===== src/rtl/dcache_flush_sched.sv =====
// Coalescing D-cache flush scheduler: snapshots pending requesters, holds one flush, acks them all.
// Optional watchdog compiled in with `define DCACHE_FLUSH_SCHED_TIMEOUT_EN.
module dcache_flush_sched #(
   parameter int unsigned NUM_REQ = 4,
   parameter int unsigned TO_W    = 16
) (
   input  logic               clk_i,
   input  logic               rst_i,
   input  logic [NUM_REQ-1:0] req_i,
   output logic [NUM_REQ-1:0] ack_o,
   output logic               flush_dcache_o,
   input  logic               flush_dcache_ack_i,
   output logic               busy_o,
   output logic [NUM_REQ-1:0] served_mask_o,
   input  logic [TO_W-1:0]    to_limit_i,
   output logic               timeout_o
);

   typedef enum logic [1:0] {StIdle, StFlush, StAck} state_e;

   state_e             state_q, state_d;
   logic [NUM_REQ-1:0] mask_q, mask_d;
   logic               flush_q, flush_d;
   logic               timeout_q, timeout_d;
   logic               wd_fire;

`ifdef DCACHE_FLUSH_SCHED_TIMEOUT_EN
   logic [TO_W-1:0] cnt_q, cnt_d;

   // A cache ack in the same cycle wins over the watchdog.
   assign wd_fire = (to_limit_i != '0) && (cnt_q == to_limit_i - TO_W'(1)) && !flush_dcache_ack_i;

   always_comb begin
      cnt_d = cnt_q;
      if (state_q == StIdle && |req_i) begin
         cnt_d = '0;
      end else if (state_q == StFlush && cnt_q != '1) begin
         cnt_d = cnt_q + TO_W'(1);
      end
   end

   always_ff @(posedge clk_i) begin
      if (rst_i) begin
         cnt_q <= '0;
      end else begin
         cnt_q <= cnt_d;
      end
   end
`else
   logic unused_to_limit;
   assign unused_to_limit = ^to_limit_i;
   assign wd_fire         = 1'b0;
`endif

   always_comb begin
      state_d   = state_q;
      mask_d    = mask_q;
      flush_d   = flush_q;
      timeout_d = 1'b0;
      unique case (state_q)
         StIdle: begin
            if (|req_i) begin
               state_d = StFlush;
               mask_d  = req_i;
               flush_d = 1'b1;
            end
         end
         StFlush: begin
            if (flush_dcache_ack_i || wd_fire) begin
               state_d   = StAck;
               flush_d   = 1'b0;
               timeout_d = wd_fire;
            end
         end
         StAck: begin
            state_d = StIdle;
            mask_d  = '0;
         end
         default: begin
            state_d = StIdle;
            mask_d  = '0;
            flush_d = 1'b0;
         end
      endcase
   end

   always_ff @(posedge clk_i) begin
      if (rst_i) begin
         state_q   <= StIdle;
         mask_q    <= '0;
         flush_q   <= 1'b0;
         timeout_q <= 1'b0;
      end else begin
         state_q   <= state_d;
         mask_q    <= mask_d;
         flush_q   <= flush_d;
         timeout_q <= timeout_d;
      end
   end

   assign ack_o          = (state_q == StAck) ? mask_q : '0;
   assign flush_dcache_o = flush_q;
   assign busy_o         = (state_q != StIdle);
   assign served_mask_o  = mask_q;
   assign timeout_o      = timeout_q;

endmodule


===== config.mk =====
export PLATFORM = sky130hd
export DESIGN_NAME = dcache_flush_sched
export DESIGN_NICKNAME = d
export VERILOG_FILES = /design/src/rtl/dcache_flush_sched.sv
export SDC_FILE = /design/constraint.sdc
export NUM_CORES = 1
export LEC_CHECK = 0
export BUFFER_PORTS_ARGS = -buffer_cell sky130_fd_sc_hd__buf_4
export CAP_MARGIN = 20
export CORE_MARGIN = 2
export CORE_UTILIZATION = 30
export DETAILED_ROUTE_END_ITERATION = 8
export PLACE_DENSITY = 0.66
export SLEW_MARGIN = 40
export SYNTH_ARGS = -nofsm -noshare
export SYNTH_HDL_FRONTEND = slang
export SYNTH_SLANG_ARGS = --single-unit

===== constraint.sdc =====
create_clock -name clk_i -period 2 [get_ports clk_i]
set_input_delay 0.4 -clock clk_i [delete_from_list [all_inputs] [get_ports clk_i]]
set_output_delay 0.4 -clock clk_i [all_outputs]
set_load 0.005 [all_outputs]

### Word level (Yosys, flattened, before mapping)

Index checks and enable logic that the tools add are counted.

* output and inout bits: 11
* word-level logic and storage cells: 24
* register bits after elaboration: 7
* bits of input ports: 23

* reductions and logical operators: 6
* eq/ne operators: 4
* muxes and demuxes: 9
* bitwise gates (word level): 2

Operators by type and width (number)
* 4-bit two-way mux: 2
* 4-bit case mux with 2 select lines: 1
* 2-bit two-way mux: 2
* 2-bit != test (second input constant): 2
* 2-bit case mux with 2 select lines: 1
* 2-bit AND reduction: 2
* 4-bit OR reduction: 1
* 1-bit case mux with 3 select lines: 1
* 3-bit AND reduction: 1
* 2-bit by 1-bit == test with 1-bit output (second input constant): 1
* 2-bit == test (second input constant): 1
* 2-bit logical NOT: 1
* 1-bit two-way mux: 2
* 1-bit NOT: 2
* 2-bit nonzero test: 1

### Logic depth before layout (Yosys ltp)

* depth in word-level cells: 3
* depth in mapped cells: 3
* depth with buffers taken out: 2

### Worst setup path after synthesis

No wires, ideal clock.

* path kind: in2reg
* from: input port req_i[2]
* to: register flush_q (netlist: flush_dcache_o)
* data required time: 1880 ps
* buffers on the path: 1
* library setup time: 120 ps
* arrival time: 1291 ps
* slack: 589 ps
* cell stages on the path: 3
* cell sequence: or4_4 > buf_6 > a211o_1

* word-level cells in the longest chain between the ends: 3

RTL lines
* from (decl): RTL line 9 `input logic [NUM_REQ-1:0] req_i,`
* 4-bit OR reduction: RTL line 62 `if (|req_i) begin`
* 2-bit != test (no line)
* 3-bit AND reduction (no line)
* to (signal assigned): RTL line 96 `flush_q <= flush_d;`
* to (decl): RTL line 23 `logic flush_q, flush_d;`

Every way passes these cells.
A chain may end at the register's enable or synchronous reset.

### Final worst setup path

* from: register state_q[0]
* to: output port ack_o[3]

* word-level cells in the longest chain between the ends: 2

RTL lines
* from (decl): RTL line 21 `state_e state_q, state_d;`
* from (signal assigned): RTL line 89 `state_q <= StIdle;`
* from (signal assigned): RTL line 94 `state_q <= state_d;`
* 2-bit == test: RTL line 101 `assign ack_o = (state_q == StAck) ? mask_q : '0;`
* 4-bit two-way mux: RTL line 101
* to (decl): RTL line 10 `output logic [NUM_REQ-1:0] ack_o,`

Every way passes these cells.

==> key figures <==
Status
  • Outcome: completed

Critical path
  • Max stage delay on crit path: 540 ps
  • Critical path peak fanout: 14
  • Startpoint Class: register
  • Worst Path Required: 1600 ps
  • Critical Path AT: 1270 ps
  • Setup CP Type: register to primary output
  • Cell breakdown of the critical path: nor2b_1 > and2_1 > buf_4
  • Slowest CP cell: dfxtp_1
  • CP endpoint kind: primary output
  • Worst R2R Setup Slack: 940 ps

STA
  • Endpoints failing setup: 0
  • Final hold viol count: 0
  • Max Fclk: 599 MHz
  • Clock Skews: 0.277 ps
  • Final Slew Violations: 0
  • Final period utilization: 83.4%
  • Clock period minus worst slack: 1670 ps
  • Setup TNS: 0 ps
  • RSZ-0062 raised after global routing: false

CTS
  • Clock Pin Slew Worst Setup and Hold Paths: 50 ps
  • H-tree depth: 1
  • CTS Buf Count: 3
  • CTS tree: done
  • Clock insertion delay at the later pin of the skew report: 250 ps
  • TritonCTS sink count: 7
  • Hold_buf cts: 0
  • CTS max path bufs: 2
  • Clock Root Buffer: clkbuf_4
  • Number of post-CTS setup repair buffers: 0
  • CTS resizes: 0

Synth
  • Largest family of logic cells by synthesized area: simple AND/OR/NAND/NOR gates
  • Register area share after synthesis: 36.0%
  • Post-synthesis simple-gate area fraction: 33.1%
  • Mapped Area: 389 µm²
  • Largest area contributor in the netlist: dfxtp_1
  • Mux cell area share after synthesis: 0%
  • XOR/XNOR share of the synthesized area: 0%
  • Netlist cell types: 20
  • Post-Syn Area per Cell: 9.05 µm²
  • Yosys warns: 0
  • Adder-cell share of the synthesized area: 0%
  • Synth Net Count: 66
  • Yosys reg bits: 7
  • Synth area leaders: dfxtp_1 (36%), a221oi_2 (15%), and2_1 (6.4%)
  • Post-synthesis compound-gate area fraction: 20.3%
  • Synth top area share: 36.0%
  • Syn Inst Count: 43

Finish
  • Commonest non-fill, non-tap cells in the layout: buf_4 (16), dfxtp_1 (7), nor2_1 (6)
  • Ant diodes: 0
  • Post-layout util: 45.9%
  • Multi-input gate area: 211 µm²
  • Area growth syn-to-layout: 36.3%
  • Nets@finish: 84
  • Commonest non-fill, non-tap cell in the layout: buf_4
  • Layout cell share with drive strength beyond 1: 43.3%
  • Fillers: 124
  • Register area: 140 µm²

Detailed routing
  • Post-DRT Antenna Nets: 0
  • DRT Pass-1 Iters: 4
  • First DRT Iteration DRCs: 1
  • Residual DRC: 0
  • WL per Instance: 10.3 µm
  • Vias/cell: 4.81
  • Final WL: 763 µm
  • Via count: 356

Placement
  • GPL Wtd Cong: 0.605
  • Number of port buffers: 16

Pwr
  • P per Cell Area: 692 nW/µm²
  • Total power: 0.367 mW
  • Lkg Pwr: 0.243 nW
  • VDD IR max: 0.000302 V

Global routing
  • GR Overflow Total: 0
  • Number of global-route vias before repair: 298
  • First-pass GRT wire length: 1210 µm
  • Global Route Usage Sum: 12.9%
  • Largest net degree at the start of global routing: 15
  • Antenna violations before repair: 0

Floorplan
  • Rows: 12
  • Die Span X: 40.0 µm
  • Die Y: 40.0 µm
  • Initial Util: 33.7%
  • Core area: 1160 µm²
  • Total die area: 1600 µm²
  • IO Count: 34

Job
  • Max Cap Viol: 0

Hold path
  • Hold Crit Class: input pin to register
-- sequential cells by signal, indices dropped and copies added, names as in the netlist --
signal / cells
served_mask_o: 4
state_q: 2
flush_dcache_o: 1
-- stage by stage --
stage	cells	worst slack [ps]	cell area, µm²	hold WS [ps]
after floorplan	43	589	389	467
after global placement	70	488	504	466
after detailed placement	70	485	504	467
after CTS	74	302	531	388
after global routing	74	223	531	402
final	74	331	531	393
-- critical path: cells and delay by family, from the launching register on --
| family | cells | cell delay, ps |
|---|---|---|
| buffers and inverters | 1 | 130 |
| DFF | 1 | 540 |
| and+or+nand+nor | 2 | 350 |
-- cells by family after synthesis --
family          after synthesis
compound gates                6
other cells                   1
flops                         7
simple gates                 22
buf+inv                       7
-- report_power, final --
part	internal [mW]	leakage [nW]	switching, mW	total (mW)
Clock	0.0763	0.0150	0.0553	0.132
Combinational	0.0435	0.170	0.0282	0.0717
Sequential	0.152	0.0579	0.0122	0.164
-- worst paths after layout --
path	from	to	depth (start not counted)
max	state_q[0]$_SDFFE_PP0P_	ack_o[3]	3
min	flush_dcache_ack_i	state_q[1]$_SDFFE_PP0P_	3
min reg2reg	served_mask_o[0]$_SDFFE_PP0P_	served_mask_o[0]$_SDFFE_PP0P_	2
max reg2reg	state_q[0]$_SDFFE_PP0P_	flush_dcache_o$_SDFFE_PP0P_	2
-- cell type report --
class                      count  area share (%)
sequential                     7            26.4
multi-input combinational     29            39.9
timing repair buffer          16            22.6
tap                           14            3.30
inverter                       4            2.83
clock buffer                   4            4.95
-- per-layer routing --
layer	wire length (µm)	GRT usage (%)
met5	0	0
met2	362	21.0
met4	19	10.3
met3	84	8.33
met1	297	11.1
-- cells in the mapped netlist, drive strengths merged --
cell,n
buf,2
and2,4
a221oi,4
nor4b,1
o211a,1
or2b,1
or2,2
conb,1
nand2,1
nor3b,1
or4,1
dfxtp,7
nor2b,1
inv,4
clkbuf,1
a211o,1
nand2b,3
nor2,6
nor3,1
No activity file was read; power rests on OpenSTA's default activity.
